## config.mk

```make
export PLATFORM = sky130hd
export DESIGN_NAME = uart_tx_arbiter
export DESIGN_NICKNAME = d
export VERILOG_FILES = /design/src/rtl/uart_pkg.sv /design/src/rtl/uart_rr_pick.sv /design/src/rtl/uart_tx_arbiter.sv
export SDC_FILE = /design/constraint.sdc
export NUM_CORES = 1
export LEC_CHECK = 0
export CAP_MARGIN = 15
export CELL_PAD_IN_SITES_DETAIL_PLACEMENT = 1
export CELL_PAD_IN_SITES_GLOBAL_PLACEMENT = 2
export CORE_UTILIZATION = 23
export CTS_CLUSTER_SIZE = 8
export DETAILED_ROUTE_END_ITERATION = 7
export PLACE_DENSITY_LB_ADDON = 0.12
export SYNTH_ARGS = -nofsm -noshare
export SYNTH_HDL_FRONTEND = slang
export SYNTH_SLANG_ARGS = --single-unit
```

## constraint.sdc

```tcl
create_clock -name clk -period 2.6 [get_ports clk]
set_clock_uncertainty 0.15 [all_clocks]
set_input_delay 0.52 -clock clk [delete_from_list [all_inputs] [get_ports clk]]
set_output_delay 0.52 -clock clk [all_outputs]
set_load 0.05 [all_outputs]
```

## src/rtl/uart_pkg.sv

```systemverilog
// Shared state encoding, default parameters and helpers for the UART transmit arbiter.
package uart_pkg;

    localparam int DEF_NUM_REQ      = 4;
    localparam int DEF_BUSY_TIMEOUT = 4;
    localparam int DEF_LOCK_TIMEOUT = 1023;

    typedef enum logic [1:0] {
        IDLE      = 2'd0,
        WAIT_BUSY = 2'd1,
        WAIT_DONE = 2'd2,
        HOLD      = 2'd3
    } arb_state_t;

    // One-hot (up to 8 requesters) to binary index.
    function automatic logic [2:0] oh_to_idx(input logic [7:0] oh);
        logic [2:0] idx;
        idx = '0;
        for (int i = 0; i < 8; i++)
            if (oh[i]) idx = 3'(i);
        return idx;
    endfunction

endpackage

```

## src/rtl/uart_rr_pick.sv

```systemverilog
// Round-robin picker: one-hot of the first set request at or after ptr, wrapping.
module uart_rr_pick #(
    parameter int NUM_REQ = 4
) (
    input  logic [NUM_REQ-1:0]         req,
    input  logic [$clog2(NUM_REQ)-1:0] ptr,
    output logic [NUM_REQ-1:0]         pick
);

    logic [2*NUM_REQ-1:0] dbl;
    logic [2*NUM_REQ-1:0] dbl_pick;
    logic [NUM_REQ-1:0]   rot;
    logic [NUM_REQ-1:0]   rot_pick;

    // Rotate right so ptr sits at bit 0, take the lowest set bit, rotate back.
    assign dbl      = {req, req} >> ptr;
    assign rot      = dbl[NUM_REQ-1:0];
    assign rot_pick = rot & (~rot + NUM_REQ'(1));
    assign dbl_pick = {rot_pick, rot_pick} << ptr;
    assign pick     = dbl_pick[2*NUM_REQ-1:NUM_REQ];

endmodule

```

## src/rtl/uart_tx_arbiter.sv

```systemverilog
// Round-robin arbiter feeding one UART transmitter from NUM_REQ byte requesters.
// Define UART_ARB_LOCK_EN to keep the grant for a whole frame (req_last-delimited).
module uart_tx_arbiter
    import uart_pkg::*;
#(
    parameter int NUM_REQ      = DEF_NUM_REQ,
    parameter int BUSY_TIMEOUT = DEF_BUSY_TIMEOUT,
    parameter int LOCK_TIMEOUT = DEF_LOCK_TIMEOUT
) (
    input  logic                 clk,
    input  logic                 reset,
    input  logic [NUM_REQ-1:0]   req,
    input  logic [8*NUM_REQ-1:0] req_data,
    input  logic [NUM_REQ-1:0]   req_last,
    output logic [NUM_REQ-1:0]   ack,
    output logic [NUM_REQ-1:0]   grant,
    output logic                 tx_start,
    output logic [7:0]           tx_data,
    input  logic                 tx_busy,
    output logic                 err
);

    localparam int PTR_W = $clog2(NUM_REQ);
    localparam int BW    = $clog2(BUSY_TIMEOUT + 1);

    arb_state_t         state, state_d;
    logic [NUM_REQ-1:0] grant_d, ack_d;
    logic               tx_start_d, err_d, last_q, last_d;
    logic [7:0]         tx_data_d;
    logic [PTR_W-1:0]   rr_ptr, rr_ptr_d, owner, owner_d, issue_idx;
    logic [BW-1:0]      busy_cnt, busy_cnt_d;
    logic [NUM_REQ-1:0] pick, issue_oh;
    logic               issue, post, rel;

`ifdef UART_ARB_LOCK_EN
    localparam int LW = $clog2(LOCK_TIMEOUT + 1);
    logic [LW-1:0] idle_cnt, idle_cnt_d;
`else
    logic unused_last;
    assign unused_last = ^req_last;
`endif

    uart_rr_pick #(.NUM_REQ(NUM_REQ)) u_pick (
        .req  (req),
        .ptr  (rr_ptr),
        .pick (pick)
    );

    // While holding a frame only the current owner may be issued.
    assign issue_oh  = (state == HOLD) ? grant : pick;
    assign issue_idx = PTR_W'(oh_to_idx(8'(issue_oh)));

    always_comb begin
        state_d    = state;
        grant_d    = grant;
        ack_d      = '0;
        tx_start_d = 1'b0;
        tx_data_d  = tx_data;
        err_d      = err;
        rr_ptr_d   = rr_ptr;
        owner_d    = owner;
        busy_cnt_d = busy_cnt;
        last_d     = last_q;
        issue      = 1'b0;
        post       = 1'b0;
        rel        = 1'b0;
`ifdef UART_ARB_LOCK_EN
        idle_cnt_d = idle_cnt;
`endif
        case (state)
            IDLE: issue = !tx_busy && (|req);
            WAIT_BUSY: begin
                if (tx_busy)
                    state_d = WAIT_DONE;
                else if (busy_cnt >= BW'(BUSY_TIMEOUT - 1)) begin
                    err_d = 1'b1;
                    post  = 1'b1;
                end else
                    busy_cnt_d = busy_cnt + BW'(1);
            end
            WAIT_DONE: post = !tx_busy;
`ifdef UART_ARB_LOCK_EN
            HOLD: begin
                if (req[owner]) begin
                    if (!tx_busy) begin
                        issue      = 1'b1;
                        idle_cnt_d = '0;
                    end
                end else if (idle_cnt >= LW'(LOCK_TIMEOUT - 1))
                    rel = 1'b1;
                else
                    idle_cnt_d = idle_cnt + LW'(1);
            end
`endif
            default: state_d = IDLE;
        endcase

        if (issue) begin
            state_d    = WAIT_BUSY;
            grant_d    = issue_oh;
            ack_d      = issue_oh;
            tx_start_d = 1'b1;
            tx_data_d  = req_data[{issue_idx, 3'b000} +: 8];
            owner_d    = issue_idx;
            busy_cnt_d = '0;
`ifdef UART_ARB_LOCK_EN
            last_d     = req_last[issue_idx];
`else
            last_d     = 1'b1;
`endif
        end

        if (post) begin
`ifdef UART_ARB_LOCK_EN
            if (last_q) rel = 1'b1;
            else        state_d = HOLD;
`else
            rel = 1'b1;
`endif
        end

        if (rel) begin
            state_d  = IDLE;
            grant_d  = '0;
            rr_ptr_d = (owner == PTR_W'(NUM_REQ - 1)) ? '0 : owner + PTR_W'(1);
`ifdef UART_ARB_LOCK_EN
            idle_cnt_d = '0;
`endif
        end
    end

    always_ff @(posedge clk) begin
        if (reset) begin
            state    <= IDLE;
            grant    <= '0;
            ack      <= '0;
            tx_start <= 1'b0;
            tx_data  <= '0;
            err      <= 1'b0;
            rr_ptr   <= '0;
            owner    <= '0;
            busy_cnt <= '0;
            last_q   <= 1'b0;
`ifdef UART_ARB_LOCK_EN
            idle_cnt <= '0;
`endif
        end else begin
            state    <= state_d;
            grant    <= grant_d;
            ack      <= ack_d;
            tx_start <= tx_start_d;
            tx_data  <= tx_data_d;
            err      <= err_d;
            rr_ptr   <= rr_ptr_d;
            owner    <= owner_d;
            busy_cnt <= busy_cnt_d;
            last_q   <= last_d;
`ifdef UART_ARB_LOCK_EN
            idle_cnt <= idle_cnt_d;
`endif
        end
    end

endmodule

```

Yosys cells after proc, flatten, opt, wreduce, memory -nomap -nowiden
Cells that the tools add are included.
{"block": "classes", "add_sub_neg": 3, "order_cmp": 1, "eq_ne": 7, "shifts": 3, "mux": 14, "bitwise_logic": 6, "n_reduce_logical": 13}
{"cell": "$shiftx 32x6->8", "count": 1}
{"cell": "$mux 2", "count": 4}
{"cell": "$reduce_or 2->1", "count": 4}
{"cell": "$shl 8x2->8", "count": 1}
{"cell": "$shr 8x2->4", "count": 1}
{"cell": "$mux 1", "count": 7}
{"cell": "$eq 2x2->1 const B", "count": 3}
{"cell": "$reduce_and 3->1", "count": 2}
{"cell": "$add 4x1->4 const B", "count": 1}
{"cell": "$and 4x4->4", "count": 1}
{"cell": "$mux 4", "count": 1}
{"cell": "$not 1->1", "count": 4}
{"cell": "$not 4->4", "count": 1}
{"cell": "$pmux 2 s2", "count": 1}
{"cell": "$reduce_and 2->1", "count": 2}
{"cell": "$reduce_or 4->1", "count": 1}
{"cell": "$add 3x1->3 const B", "count": 1}
{"cell": "$ge 3x2->1 const B", "count": 1}
{"cell": "$ne 3x3->1 const B", "count": 1}
{"cell": "$reduce_or 3->1", "count": 1}
{"cell": "$add 2x1->2 const B", "count": 1}
{"cell": "$eq 2x1->1 const B", "count": 1}
{"cell": "$logic_not 2->1", "count": 1}
{"cell": "$ne 2x1->1 const B", "count": 1}
{"cell": "4 further kinds", "count": 4}
{"block": "word_totals", "register_bits": 27, "inputBits": 43, "output_inout_bits": 18, "elab_cells": 57}

Logic depth before layout (Yosys ltp)
Gate-level depths: netlist of the first run.
{"block": "logic_depth", "word_depth": 10, "depth_mapped": 8, "ltp_nobuf": 7}

Hierarchy
From an unflattened synthesis of the first run, not the netlist that was laid out.
{"block": "hier_totals", "hier_cells": 152, "area_unflattened_um2": 1473.9}
{"module": "uart_tx_arbiter", "instances": 1, "cells_per_inst": 136, "area_each_um2": 1375.1, "seq_area_each_um2": 540.5}
{"module": "uart_rr_pick", "instances": 1, "cells_per_inst": 16, "area_each_um2": 98.8, "seq_area_each_um2": 0.0}

Worst setup path after synthesis of the first run
No wires, ideal clock.
{"block": "synth_timing", "kind": "register to register", "from": "register state[0]", "to": "register tx_data[4]", "setup_ns": 0.119, "arrival_time_ns": 1.980, "required_time_ns": 2.331, "slack_ns": 0.351, "path_stages_with_launch": 8, "n_path_buf": 1, "period_less_slack_ns": 2.249, "cell_sequence": "dfxtp_1 > ha_1 > or4b_4 > a21oi_2 > a211oi_2 > or3_1 > buf_6 > o221a_1"}
{"block": "synth_between", "elab_chain_len": 6, "word_cells_on_any_way": 8, "classes_between": "eq/ne (1); shift (1); mux (5); reduce/logical (1)"}
{"item": "start, declared", "line_no": "uart_tx_arbiter.sv:26", "text": "arb_state_t state, state_d;"}
{"item": "start signal, assigned", "line_no": "uart_tx_arbiter.sv:148", "text": "state <= state_d;"}
{"item": "$eq 2x2->1", "line_no": "uart_tx_arbiter.sv:50", "text": "assign issue_oh = (state == HOLD) ? grant : pick;"}
{"item": "$mux 4", "line_no": "uart_tx_arbiter.sv:50"}
{"item": "$mux 1", "line_no": "uart_pkg.sv:20", "text": "if (oh[i]) idx = 3'(i);"}
{"item": "$mux 2 (2 in series)", "line_no": "uart_pkg.sv:20"}
{"item": "$shiftx 32x6->8", "line_no": "uart_tx_arbiter.sv:103", "text": "tx_data_d = req_data[{issue_idx, 3'b000} +: 8];"}
{"item": "end signal, assigned", "line_no": "uart_tx_arbiter.sv:152", "text": "tx_data <= tx_data_d;"}
{"item": "end, declared", "line_no": "uart_tx_arbiter.sv:18", "text": "output logic [7:0] tx_data,"}
Parallel ways exist; a longest one is shown, timed or not.
A chain may end at the register's enable or synchronous reset.

Worst setup path in the final report of the first run
{"block": "layout_timing", "from": "input req[1]", "to": "register tx_data[0]"}
{"block": "layout_between", "elab_chain_len": 10, "word_cells_on_any_way": 13, "classes_between": "add/sub (1); shift (3); mux (5); bitwise (2); reduce/logical (2)"}
{"item": "start, declared", "line_no": "uart_tx_arbiter.sv:12", "text": "input logic [NUM_REQ-1:0] req,"}
{"item": "$shr 8x2->4", "line_no": "uart_rr_pick.sv:16", "text": "assign dbl = {req, req} >> ptr;"}
{"item": "$not 4->4", "line_no": "uart_rr_pick.sv:18", "text": "assign rot_pick = rot & (~rot + NUM_REQ'(1));"}
{"item": "$add 4x1->4", "line_no": "uart_rr_pick.sv:18"}
{"item": "$and 4x4->4", "line_no": "uart_rr_pick.sv:18"}
{"item": "$shl 8x2->8", "line_no": "uart_rr_pick.sv:19", "text": "assign dbl_pick = {rot_pick, rot_pick} << ptr;"}
{"item": "$mux 4", "line_no": "uart_tx_arbiter.sv:50"}
{"item": "$mux 1", "line_no": "uart_pkg.sv:20"}
{"item": "$mux 2 (2 in series)", "line_no": "uart_pkg.sv:20"}
{"item": "$shiftx 32x6->8", "line_no": "uart_tx_arbiter.sv:103"}
Parallel ways exist; a longest one is shown, timed or not.

==> reports/results.md, run 1 <==
| Parameter | This run | Unit |
|---|---|---|
| Number of distinct library cells after synthesis | 36 | - |
| First-pass GRT wire length | 7920 | microns |
| Total placed instance area | 2170 | sq um |
| Count of yosys warnings during synthesis | 0 | - |
| WL final | 4790 | microns |
| DP Wirelength | 3670 | microns |
| Worst setup EP type | flop | - |
| Cell types occupying the most area after synthesis | sky130_fd_sc_hd__dfxtp_1 (38%), sky130_fd_sc_hd__nor2_1 (8.1%), sky130_fd_sc_hd__a211oi_1 (6.3%), sky130_fd_sc_hd__o221a_1 (6.3%), sky130_fd_sc_hd__ha_1 (6.1%) | - |
| Number of buffers inserted by hold repair at cts | 0 | - |
| Fraction of layout instances using a drive strength above 1 | 0.137 | - |
| Average vias per placed instance | 4.78 | - |
| Status | completed | - |
| Final critical path time including I/O delays and setup | 2470 | ps |
| Pre-CTS setup slack | -171 | ps |
| Remaining Overflow, GRT | 0 | - |
| Diode insertion count for antenna repair | 0 | - |
| Post-Syn Area | 1440 | sq um |
| Family of cells with the greatest summed delay on the critical path | simple AND/OR/NAND/NOR gates | - |
| Chain of cells forming the critical path | clkdlybuf4s50_1, or4b_4, a21oi_2, a211oi_2, or3_1, o221a_1 | - |
| Floorplan Core Area | 5960 | sq um |
| Cell type with the highest aggregate area in the netlist | sky130_fd_sc_hd__dfxtp_1 | - |
| Synthesis-to-layout area growth | 55.6 | % |
| Commonest cells after routing, fill and taps aside | sky130_fd_sc_hd__clkdlybuf4s50_1 (56), sky130_fd_sc_hd__nor2_1 (31), sky130_fd_sc_hd__dfxtp_1 (27), sky130_fd_sc_hd__buf_4 (17), sky130_fd_sc_hd__a211oi_1 (12) | - |
| Worst-Skew Late Latency | 280 | ps |
| Design Area, Final | 2230 | sq um |
| Count of clock tree sinks | 27 | - |
| Synth Register Bits | 27 | - |
| Achievable clock frequency | 406 | MHz |
| Relative slew slack | 0.652 | - |
| Global routing usage summed across all routing layers | 0.157 | - |
| Net count of the mapped netlist | 214 | - |
| Sequential area share after synthesis | 0.377 | - |
| Crit-path max cell delay | 530 | ps |
| Final worst hold slack | 343 | ps |
| Crit path arrival time | 2490 | ps |
| Count of final max-slew check failures | 0 | - |
| Met3 track demand over resource | 0.0236 | - |
| Gpl congestion | 0.823 | - |
| Number of failing hold endpoints at the final stage | 0 | - |
| Fill count | 703 | - |
| Slew @ Worst Pin | 520 | ps |
| Utilization of the core after routing | 0.375 | - |
| Critical path data required time | 2630 | ps |
| Final WS setup | 134 | ps |
| Startpoint-to-endpoint class of the critical path | in2reg | - |
| Met2 track utilization from global routing | 0.282 | - |
| Root Driver | sky130_fd_sc_hd__clkbuf_8 | - |
| Initial DRC count | 104 | - |
| Die area | 6560 | sq um |
| Hold path startpoint | grant[0] | - |
| Vias in the first global route | 1611 | - |
| VDD IR-drop max | 0.000220 | V |
| Chip width | 81.0 | microns |
| Initial antenna violation count | 0 | - |
| Count of endpoints failing setup in the final report | 0 | - |
| Met1 Track Usage GR | 0.192 | - |
| RSZ-0062 raised after global routing | false | - |
| Number of gates resized after cts | 0 | - |
| Number of enable flip-flop cells after synthesis | 0 | - |
| Number of nets with antenna violations after detailed routing | 0 | - |
| Layout Nets | 284 | - |
| Count of pins on the block boundary | 61 | - |
| Proportion of netlist area held by the largest area contributor | 0.377 | - |
| Vias after detailed routing | 1473 | - |
| Kind of path behind the tightest hold check | reg2reg | - |
| Proportion of synthesized flip-flops having asynchronous set or reset | 0 | - |
| Pin count of the biggest net entering global routing | 16 | - |
| DR WL/cell | 15.5 | microns |
| Leading cell type in the layout, fill and taps excluded | sky130_fd_sc_hd__clkdlybuf4s50_1 | - |
| Crit path buffers/inverters | 1 | - |
| Startpoint types | input port | - |
| Max-cap viol count | 0 | - |
| Maximum root-to-sink buffer count | 2 | - |
| CTS tree | built | - |
| Clock transition at the registers of the reported paths | 100 | ps |
| Post-synthesis cell count | 164 | - |
| Initial Util | 0.241 | - |
| H-tree lvl count | 1 | - |
| Count of unresolved DRC violations after routing | 0 | - |
| Critical Path Slowest Stage Cell | sky130_fd_sc_hd__or4b_4 | - |
| Highest net fanout along the worst path | 8 | - |
| Number of placement rows | 28 | - |
| Most Crowded Layer GR | met2 | - |
| Predominant post-synthesis flop cell | sky130_fd_sc_hd__dfxtp_1 | - |
| IO Port Bufs | 56 | - |
| Mean post-synth cell area | 8.75 | sq um |
| Critical path launch point | req[1] | - |
| Ratio of final minimum period to clock period | 0.948 | - |
| Placed cell count | 302 | - |
| TritonCTS Buffers | 3 | - |
| Leakage power of the design | 0.851 | nW |
| Chip height | 81.0 | microns |
| Power density relative to cell area | 538 | nW/um^2 |
| Final cell count without fillers | 308 | - |
| FF-to-FF Start | state[0] | - |
| Number of iterations in the first detailed-routing pass | 4 | - |
==> through the flow <==
stage               total power, mW  setup TNS (ps)
detailed placement            0.961           -1280
CTS                            1.21               0
global route                   1.28               0
floorplan                     0.757               0
finish                         1.20               0
global placement              0.947           -1150
==> layer usage <==
layer | vias up | wire length [microns]
met4 | 0 | 21
li1 | 727 | -
met1 | 717 | 2140
met5 | - | 0
met2 | 27 | 2420
met3 | 2 | 210
==> cell type report <==
cell class	instances	area (sq um)	share of cell area
repair buffers	74	708	0.317
well taps	75	93.8	0.0420
inverters	6	22.5	0.0101
multi-input cells	122	822	0.368
clock buffers	3	41.3	0.0185
flip-flops and latches	27	541	0.242
clock inverters	1	5.00	0.00224
==> cells by family after synthesis <==
family | after synthesis | synth area share
multiplexers | 9 | 0.0689
flip-flops | 27 | 0.377
AND/OR/NAND/NOR | 63 | 0.207
adder cells (fa/ha/maj) | 7 | 0.0610
XOR/XNOR | 1 | 0.00610
AO/OA/AOI/OAI | 42 | 0.230
buffers and inverters | 15 | 0.0506
==> worst min-delay path, cell delays in order (launching register included) <==
cell and delay (ps):
sky130_fd_sc_hd__dfxtp_1 330, sky130_fd_sc_hd__nand2_1 50, sky130_fd_sc_hd__a21boi_0 70
==> path summary, 6_finish.rpt <==
| check | cells past startpoint | to | slack (ps) |
|---|---|---|---|
| max | 6 | tx_data[0] | 130 |
| min | 2 | ack[0] | 340 |
| max reg2reg | 6 | tx_data[0] | 200 |
| min reg2reg | 2 | ack[0] | 340 |
==> what timing repair did <==
item / in CTS / in global routing
buffers inserted: 0 / 2
setup endpoints to repair: 0 / 1
hold endpoints to repair: 0 / 0
==> report_power, final <==
group	total [mW]	switching, mW	internal [mW]
Clock	0.248	0.140	0.108
Sequential	0.483	0.0282	0.455
Combinational	0.470	0.260	0.210
==> sequential cells by signal, indices dropped and copies added (netlist names) <==
name,count
owner,2
state,2
busy_cnt,3
ack,4
tx_start,1
tx_data,8
err,1
grant,4
rr_ptr,2
==> Yosys cell counts (2+ instances only) <==
cell type                  count
sky130_fd_sc_hd__buf_6         2
sky130_fd_sc_hd__or3_1         2
sky130_fd_sc_hd__inv_1         6
sky130_fd_sc_hd__o21ai_0       5
sky130_fd_sc_hd__a21oi_1       6
sky130_fd_sc_hd__nor2_1       31
sky130_fd_sc_hd__a211oi_1     12
sky130_fd_sc_hd__o221a_1       8
sky130_fd_sc_hd__nor2b_1       3
sky130_fd_sc_hd__dfxtp_1      27
sky130_fd_sc_hd__mux2_2        7
sky130_fd_sc_hd__nand2_1       7
sky130_fd_sc_hd__and2_1        2
sky130_fd_sc_hd__nand2b_1      4
sky130_fd_sc_hd__nor3_1        9
sky130_fd_sc_hd__clkbuf_1      6
sky130_fd_sc_hd__ha_1          7
sky130_fd_sc_hd__mux2i_1       2
Power figures use the tool's default switching activity.
==> inputs of run 2 (changes only) <==
ABC_CLOCK_PERIOD_IN_PS = 2700   (was unset)
clock period = 2.7 ns   (was 2.6 ns; I/O delays follow)
==> run 2 against run 1 <==
Setup slack gained 78 ps. Die area unchanged. Register-to-register slack gained 40 ps. First-iteration DRC count is 60% lower. Hold slack got worse by 8.5 ps. Non-clock buffer count is 3 lower. Total power down 4.7%. Count of clock-buffer cells in the layout increased by 1.
==> reports/results.md, run 2 (synthesized netlist as in run 1, its figures left out) <==
| Parameter | This run | Unit | vs previous |
|---|---|---|---|
| Pin count of the biggest net entering global routing | 16 | - | unchanged |
| Pre-CTS setup slack | -109 | ps | was -171 ps |
| Reg with most FFs | tx_data | - | unchanged |
| Number of placement rows | 28 | - | unchanged |
| Path depth of the worst reg2reg path | 7 | - | was 6 |
| RSZ-0062 raised after global routing | false | - | unchanged |
| Met2 track utilization from global routing | 0.286 | - | was 0.282 |
| DR WL/cell | 15.6 | microns | was 15.5 microns |
| Slew @ Worst Pin | 516 | ps | was 520 ps |
| Number of nets with antenna violations after detailed routing | 0 | - | unchanged |
| Logic pwr share | 0.390 | - | was 0.391 |
| TritonCTS Buffers | 3 | - | unchanged |
| Count of clock tree sinks | 27 | - | unchanged |
| Layout Nets | 281 | - | was 284 |
| Achievable clock frequency | 402 | MHz |  |
| IO Port Bufs | 56 | - | unchanged |
| Utilization of the core after routing | 0.371 | - | was 0.375 |
| Number of gates resized after cts | 0 | - | unchanged |
| Count of pins on the block boundary | 61 | - | unchanged |
| Number of failing hold endpoints at the final stage | 0 | - | unchanged |
| Commonest cells after routing, fill and taps aside | sky130_fd_sc_hd__clkdlybuf4s50_1 (56), sky130_fd_sc_hd__nor2_1 (31), sky130_fd_sc_hd__dfxtp_1 (27), sky130_fd_sc_hd__buf_4 (14), sky130_fd_sc_hd__a211oi_1 (12) | - | was sky130_fd_sc_hd__clkdlybuf4s50_1 (56), sky130_fd_sc_hd__nor2_1 (31), sky130_fd_sc_hd__dfxtp_1 (27), sky130_fd_sc_hd__buf_4 (17), sky130_fd_sc_hd__a211oi_1 (12) |
| Vias in the first global route | 1561 | - | was 1611 |
| Switching share of power | 0.354 | - | was 0.357 |
| Clock share of power | 0.204 | - | was 0.207 |
| Chip height | 81.0 | microns | unchanged |
| Gpl congestion | 0.828 | - | was 0.823 |
| Post CTS Setup Buffer Count | 0 | - | unchanged |
| Count of unresolved DRC violations after routing | 0 | - | unchanged |
| Leading cell type in the layout, fill and taps excluded | sky130_fd_sc_hd__clkdlybuf4s50_1 | - | unchanged |
| Number of buffers inserted by hold repair at cts | 0 | - | unchanged |
| Global routing usage summed across all routing layers | 0.155 | - | was 0.157 |
| Crit path arrival time | 2510 | ps | was 2490 ps |
| Fraction of layout instances using a drive strength above 1 | 0.122 | - | was 0.137 |
| VDD IR-drop max | 0.000226 | V | was 0.000220 V |
| WL final | 4770 | microns | was 4790 microns |
| Number of cells on the worst hold path | 2 | - | unchanged |
| Relative slew slack | 0.655 | - | was 0.652 |
| Diode insertion count for antenna repair | 0 | - | unchanged |
| Met1 Track Usage GR | 0.184 | - | was 0.192 |
| Final worst hold slack | 335 | ps | was 343 ps |
| Most Crowded Layer GR | met2 | - | unchanged |
| Root Driver | sky130_fd_sc_hd__clkbuf_8 | - | unchanged |
| Count of endpoints failing setup in the final report | 0 | - | unchanged |
| Startpoint-to-endpoint class of the critical path | in2reg | - | unchanged |
| Ratio of final minimum period to clock period | 0.922 | - |  |
| Initial Util | 0.241 | - | unchanged |
| Leakage power of the design | 0.833 | nW | was 0.851 nW |
| Power density relative to cell area | 518 | nW/um^2 | was 538 nW/um^2 |
| Synthesis-to-layout area growth | 54.0 | % | was 55.6% |
| Kind of path behind the tightest hold check | reg2reg | - | unchanged |
| Die area | 6560 | sq um | unchanged |
| Int Power | 739 | uW | was 772 uW |
| Critical path data required time | 2720 | ps | was 2630 ps |
| Initial antenna violation count | 0 | - | unchanged |
| Fraction of power consumed by sequential logic | 0.406 | - | was 0.402 |
| Largest registers ranked by flip-flop count | tx_data (8), ack (4), grant (4) | - | unchanged |
| Max-cap viol count | 0 | - | unchanged |
| Max reg flops | 8 | - | unchanged |
| Initial DRC count | 42 | - | was 104 |
| Startpoint types | input port | - | unchanged |
| Worst-Skew Late Latency | 270 | ps | was 280 ps |
| DP Wirelength | 3730 | microns | was 3670 microns |
| Worst setup EP type | flop | - | unchanged |
| Vias after detailed routing | 1479 | - | was 1473 |
| Count of final max-slew check failures | 0 | - | unchanged |
| Maximum root-to-sink buffer count | 2 | - | unchanged |
| First-pass GRT wire length | 7760 | microns | was 7920 microns |
| Clock transition at the registers of the reported paths | 90 | ps | was 100 ps |
| Final critical path time including I/O delays and setup | 2490 | ps |  |
| Remaining Overflow, GRT | 0 | - | unchanged |
| H-tree lvl count | 1 | - | unchanged |
| Floorplan Core Area | 5960 | sq um | unchanged |
| Met3 track demand over resource | 0.0337 | - | was 0.0236 |
| Number of iterations in the first detailed-routing pass | 4 | - | unchanged |
| Net switching power | 404 | uW | was 428 uW |
| Average vias per placed instance | 4.85 | - | was 4.78 |
| Chip width | 81.0 | microns | unchanged |
| Final WS setup | 212 | ps | was 134 ps |
| Highest net fanout along the worst path | 8 | - | unchanged |
| CTS tree | built | - | unchanged |
| Status | completed | - | unchanged |
## run 2: changes by cell type in the layout (fill, tap and decap cells not counted)
cell,delta
sky130_fd_sc_hd__buf_4,-3
sky130_fd_sc_hd__clkinv_2,-1
sky130_fd_sc_hd__clkbuf_1,+1
## run 2: metrics by stage
step	TNS [ps]	power, mW	instances	area (sq um)
2_1_floorplan	0	0.729	164	1440
5_1_grt	0	1.21	305	2210
4_1_cts	0	1.16	305	2210
3_5_place_dp	-797	0.925	301	2160
6_report	0	1.14	305	2210
3_3_place_gp	-557	0.910	301	2160
## run 2: layer usage
| layer | vias up | routed length (microns) | share of wire |
|---|---|---|---|
| met1 | 717 | 2080 | 0.44 |
| met4 | 0 | 48 | 0.010 |
| met2 | 34 | 2440 | 0.51 |
| li1 | 724 | - | - |
| met3 | 4 | 201 | 0.042 |
| met5 | - | 0 | 0 |
## run 2: final timing paths
path	from	endpoint	slack (ps)
worst max register to register	busy_cnt[0]	grant[2]	240
worst max-delay path	req[1]	tx_data[2]	210
worst min-delay path	grant[0]	ack[0]	330
worst min register to register	grant[0]	ack[0]	330
## run 2: final cells by class
| class | count | area, sq um |
|---|---|---|
| timing repair buffer | 71 | 686 |
| fill | 705 | 3750 |
| tap | 75 | 93.8 |
| clock buffer | 4 | 45.0 |
| sequential | 27 | 541 |
| multi-input combinational | 122 | 822 |
| inverter | 6 | 22.5 |
## run 2: worst max-delay path: stages
cell and delay [ps]:
sky130_fd_sc_hd__clkdlybuf4s50_1 450, sky130_fd_sc_hd__or4b_4 530, sky130_fd_sc_hd__a21oi_2 140, sky130_fd_sc_hd__a211oi_2 50, sky130_fd_sc_hd__or3_1 480, sky130_fd_sc_hd__o221a_1 310
## run 2: power groups by stage
stage               clock network (mW)  logic, mW  registers [mW]
global placement                     0      0.439           0.472
global route                     0.260      0.484           0.470
CTS                              0.245      0.452           0.465
finish                           0.233      0.446           0.465
detailed placement                   0      0.451           0.474
floorplan                            0      0.160           0.569
==> inputs of run 3 (changes only) <==
CELL_PAD_IN_SITES_DETAIL_PLACEMENT = unset   (was 1)
CELL_PAD_IN_SITES_GLOBAL_PLACEMENT = unset   (was 2)
CORE_UTILIZATION = 42   (was 23)
==> run 3 against run 2 <==
Count of clock-buffer cells in the layout down 1. Sequential share of layout area rose by 1.1 points. Sequential power barely moved. Die area shrank 44%. Total power decreased by 6.5%. Non-clock buffer count down 5.
==> reports/results.md, run 3 (synthesized netlist as in run 1, its figures left out) <==
| Parameter | This run | Unit | vs previous |
|---|---|---|---|
| Reg with most FFs | tx_data | - | unchanged |
| Max reg flops | 8 | - | unchanged |
| Initial Util | 0.455 | - | was 0.241 |
| Total placed instance area | 2090 | sq um | was 2160 sq um |
| Worst hold path endpoint | ack[0] | - | unchanged |
| Number of nets with antenna violations after detailed routing | 0 | - | unchanged |
| Die area | 3650 | sq um | was 6560 sq um |
| Root Driver | sky130_fd_sc_hd__clkbuf_4 | - | was sky130_fd_sc_hd__clkbuf_8 |
| Post-layout total power | 1.07 | mW | was 1.14 mW |
| Number of cells on the worst hold path | 2 | - | unchanged |
| Largest registers ranked by flip-flop count | tx_data (8), ack (4), grant (4) | - | unchanged |
| Status | completed | - | unchanged |
| Path depth of the worst reg2reg path | 6 | - | was 7 |
| Count of unresolved DRC violations after routing | 0 | - | unchanged |
| Vias after detailed routing | 1412 | - | was 1479 |
| Final cell count without fillers | 269 | - | was 305 |
| DR WL/cell | 13.9 | microns | was 15.6 microns |
| Final worst hold slack | 336 | ps | was 335 ps |
| Gpl congestion | 0.753 | - | was 0.828 |
| TritonCTS Buffers | 3 | - | unchanged |
| Startpoint-to-endpoint class of the critical path | reg2reg | - | was in2reg |
| Hold path startpoint | grant[0] | - | unchanged |
| Kind of path behind the tightest hold check | reg2reg | - | unchanged |
| Final critical path time including I/O delays and setup | 2420 | ps | was 2490 ps |
| IO Port Bufs | 56 | - | unchanged |
| Pin count of the biggest net entering global routing | 16 | - | unchanged |
| Diode insertion count for antenna repair | 0 | - | unchanged |
| Chain of cells forming the critical path | ha_1, or4b_4, a21oi_2, a211oi_2, or3_1, o221a_1 | - | was clkdlybuf4s50_1, or4b_4, a21oi_2, a211oi_2, or3_1, o221a_1 |
| Fraction of layout instances using a drive strength above 1 | 0.107 | - | was 0.122 |
| Floorplan Core Area | 3150 | sq um | was 5960 sq um |
| Chip width | 60.5 | microns | was 81.0 microns |
| Post CTS Setup Buffer Count | 0 | - | unchanged |
| Achievable clock frequency | 413 | MHz | was 402 MHz |
| Leading cell type in the layout, fill and taps excluded | sky130_fd_sc_hd__clkdlybuf4s50_1 | - | unchanged |
| FF-to-FF Start | state[0] | - | was busy_cnt[0] |
| Initial DRC count | 67 | - | was 42 |
| Number of iterations in the first detailed-routing pass | 4 | - | unchanged |
| Leakage power of the design | 0.804 | nW | was 0.833 nW |
| Register-to-Register Setup Slack | 280 | ps | was 240 ps |
| Vias in the first global route | 1394 | - | was 1561 |
| Number of gates resized after cts | 0 | - | unchanged |
| DP Wirelength | 2880 | microns | was 3730 microns |
| Crit-path max cell delay | 520 | ps | was 530 ps |
| Initial antenna violation count | 0 | - | unchanged |
| RSZ-0062 raised after global routing | false | - | unchanged |
| Design Area, Final | 2120 | sq um | was 2210 sq um |
| Worst setup EP type | flop | - | unchanged |
| Count of final max-slew check failures | 0 | - | unchanged |
| Number of buffers inserted by hold repair at cts | 0 | - | unchanged |
| Startpoint types | flop | - | was input port |
| Count of endpoints failing setup in the final report | 0 | - | unchanged |
| First-pass GRT wire length | 5960 | microns | was 7760 microns |
| VDD IR-drop max | 0.000232 | V | was 0.000226 V |
| Slew @ Worst Pin | 519 | ps | was 516 ps |
| Crit path arrival time | 2500 | ps | was 2510 ps |
| Maximum root-to-sink buffer count | 2 | - | unchanged |
| Global routing usage summed across all routing layers | 0.216 | - | was 0.155 |
| Remaining Overflow, GRT | 0 | - | unchanged |
| H-tree lvl count | 1 | - | unchanged |
| CTS tree | built | - | unchanged |
| Ratio of final minimum period to clock period | 0.896 | - | was 0.922 |
| Worst-Skew Late Latency | 330 | ps | was 270 ps |
| Count of clock tree sinks | 27 | - | unchanged |
| Layout Nets | 276 | - | was 281 |
| Critical path launch point | state[0] | - | was req[1] |
| Post-route setup TNS | 0 | ps | unchanged |
| Chip height | 60.5 | microns | was 81.0 microns |
| Number of placement rows | 20 | - | was 28 |
| Crit Reg-Reg Endpoint | tx_data[4] | - | was grant[2] |
| Relative slew slack | 0.653 | - | was 0.655 |
| Highest net fanout along the worst path | 8 | - | unchanged |
| WL final | 3730 | microns | was 4770 microns |
| Clock transition at the registers of the reported paths | 150 | ps | was 90 ps |
| Placed cell count | 265 | - | was 301 |
| Synthesis-to-layout area growth | 47.4 | % | was 54.0% |
| Fill count | 295 | - | was 705 |
| Max-cap viol count | 0 | - | unchanged |
| Power density relative to cell area | 505 | nW/um^2 | was 518 nW/um^2 |
| Number of failing hold endpoints at the final stage | 0 | - | unchanged |
| Critical Path Slowest Stage Cell | sky130_fd_sc_hd__or4b_4 | - | unchanged |
| Critical path data required time | 2780 | ps | was 2720 ps |
| Count of pins on the block boundary | 61 | - | unchanged |
| Commonest cells after routing, fill and taps aside | sky130_fd_sc_hd__clkdlybuf4s50_1 (56), sky130_fd_sc_hd__nor2_1 (31), sky130_fd_sc_hd__dfxtp_1 (27), sky130_fd_sc_hd__a211oi_1 (12) | - | was sky130_fd_sc_hd__clkdlybuf4s50_1 (56), sky130_fd_sc_hd__nor2_1 (31), sky130_fd_sc_hd__dfxtp_1 (27), sky130_fd_sc_hd__buf_4 (14), sky130_fd_sc_hd__a211oi_1 (12) |
| Average vias per placed instance | 5.25 | - | was 4.85 |
[run 3: changes by cell type in the layout (fill, tap and decap cells not counted), sizes merged]
cell | before | now
buf | 15 | 10
clkbuf | 4 | 3
clkinv | 0 | 1
[run 3: critical path: cells and delay by family, from the launching register on]
| family | cells | cell delay (ps) |
|---|---|---|
| AND/OR/NAND/NOR | 2 | 1000 |
| AO/OA/AOI/OAI | 3 | 480 |
| flip-flops | 1 | 370 |
| adder cells (fa/ha/maj) | 1 | 320 |
[run 3: layer usage]
| layer | wire length, microns | track usage | up-vias |
|---|---|---|---|
| met2 | 1860 | 0.394 | 44 |
| met5 | 0 | 0 | - |
| met4 | 53 | 0.0714 | 0 |
| li1 | - | - | 715 |
| met1 | 1630 | 0.252 | 647 |
| met3 | 189 | 0.0448 | 6 |
[run 3: cell type report]
class	instances	area (sq um)	share of cell area
flip-flops and latches	27	541	0.255
inverters	6	22.5	0.0106
clock inverters	1	5.00	0.00237
repair buffers	66	648	0.306
multi-input cells	122	822	0.389
clock buffers	3	22.5	0.0106
well taps	44	55.1	0.0260
[run 3: metrics by stage]
step                 util  setup WS [ps]
finish              0.671            280
detailed placement  0.662          -61.3
global route        0.671            108
CTS                 0.671            273
floorplan               -            451
global placement    0.662          -19.3
[run 3: how the worst max path moves through the flow]
stage	slack (ps)	to
CTS	270	tx_data[3]
global placement	-20	tx_data[2]
detailed placement	-60	tx_data[3]
global route	110	tx_data[6]
floorplan	450	tx_data[4]
finish	280	tx_data[4]
[run 3: power by group]
group | switching (mW) | internal, mW
clock | 0.120 | 0.0556
sequential | 0.0259 | 0.438
combinational | 0.239 | 0.190
total | 0.385 | 0.684
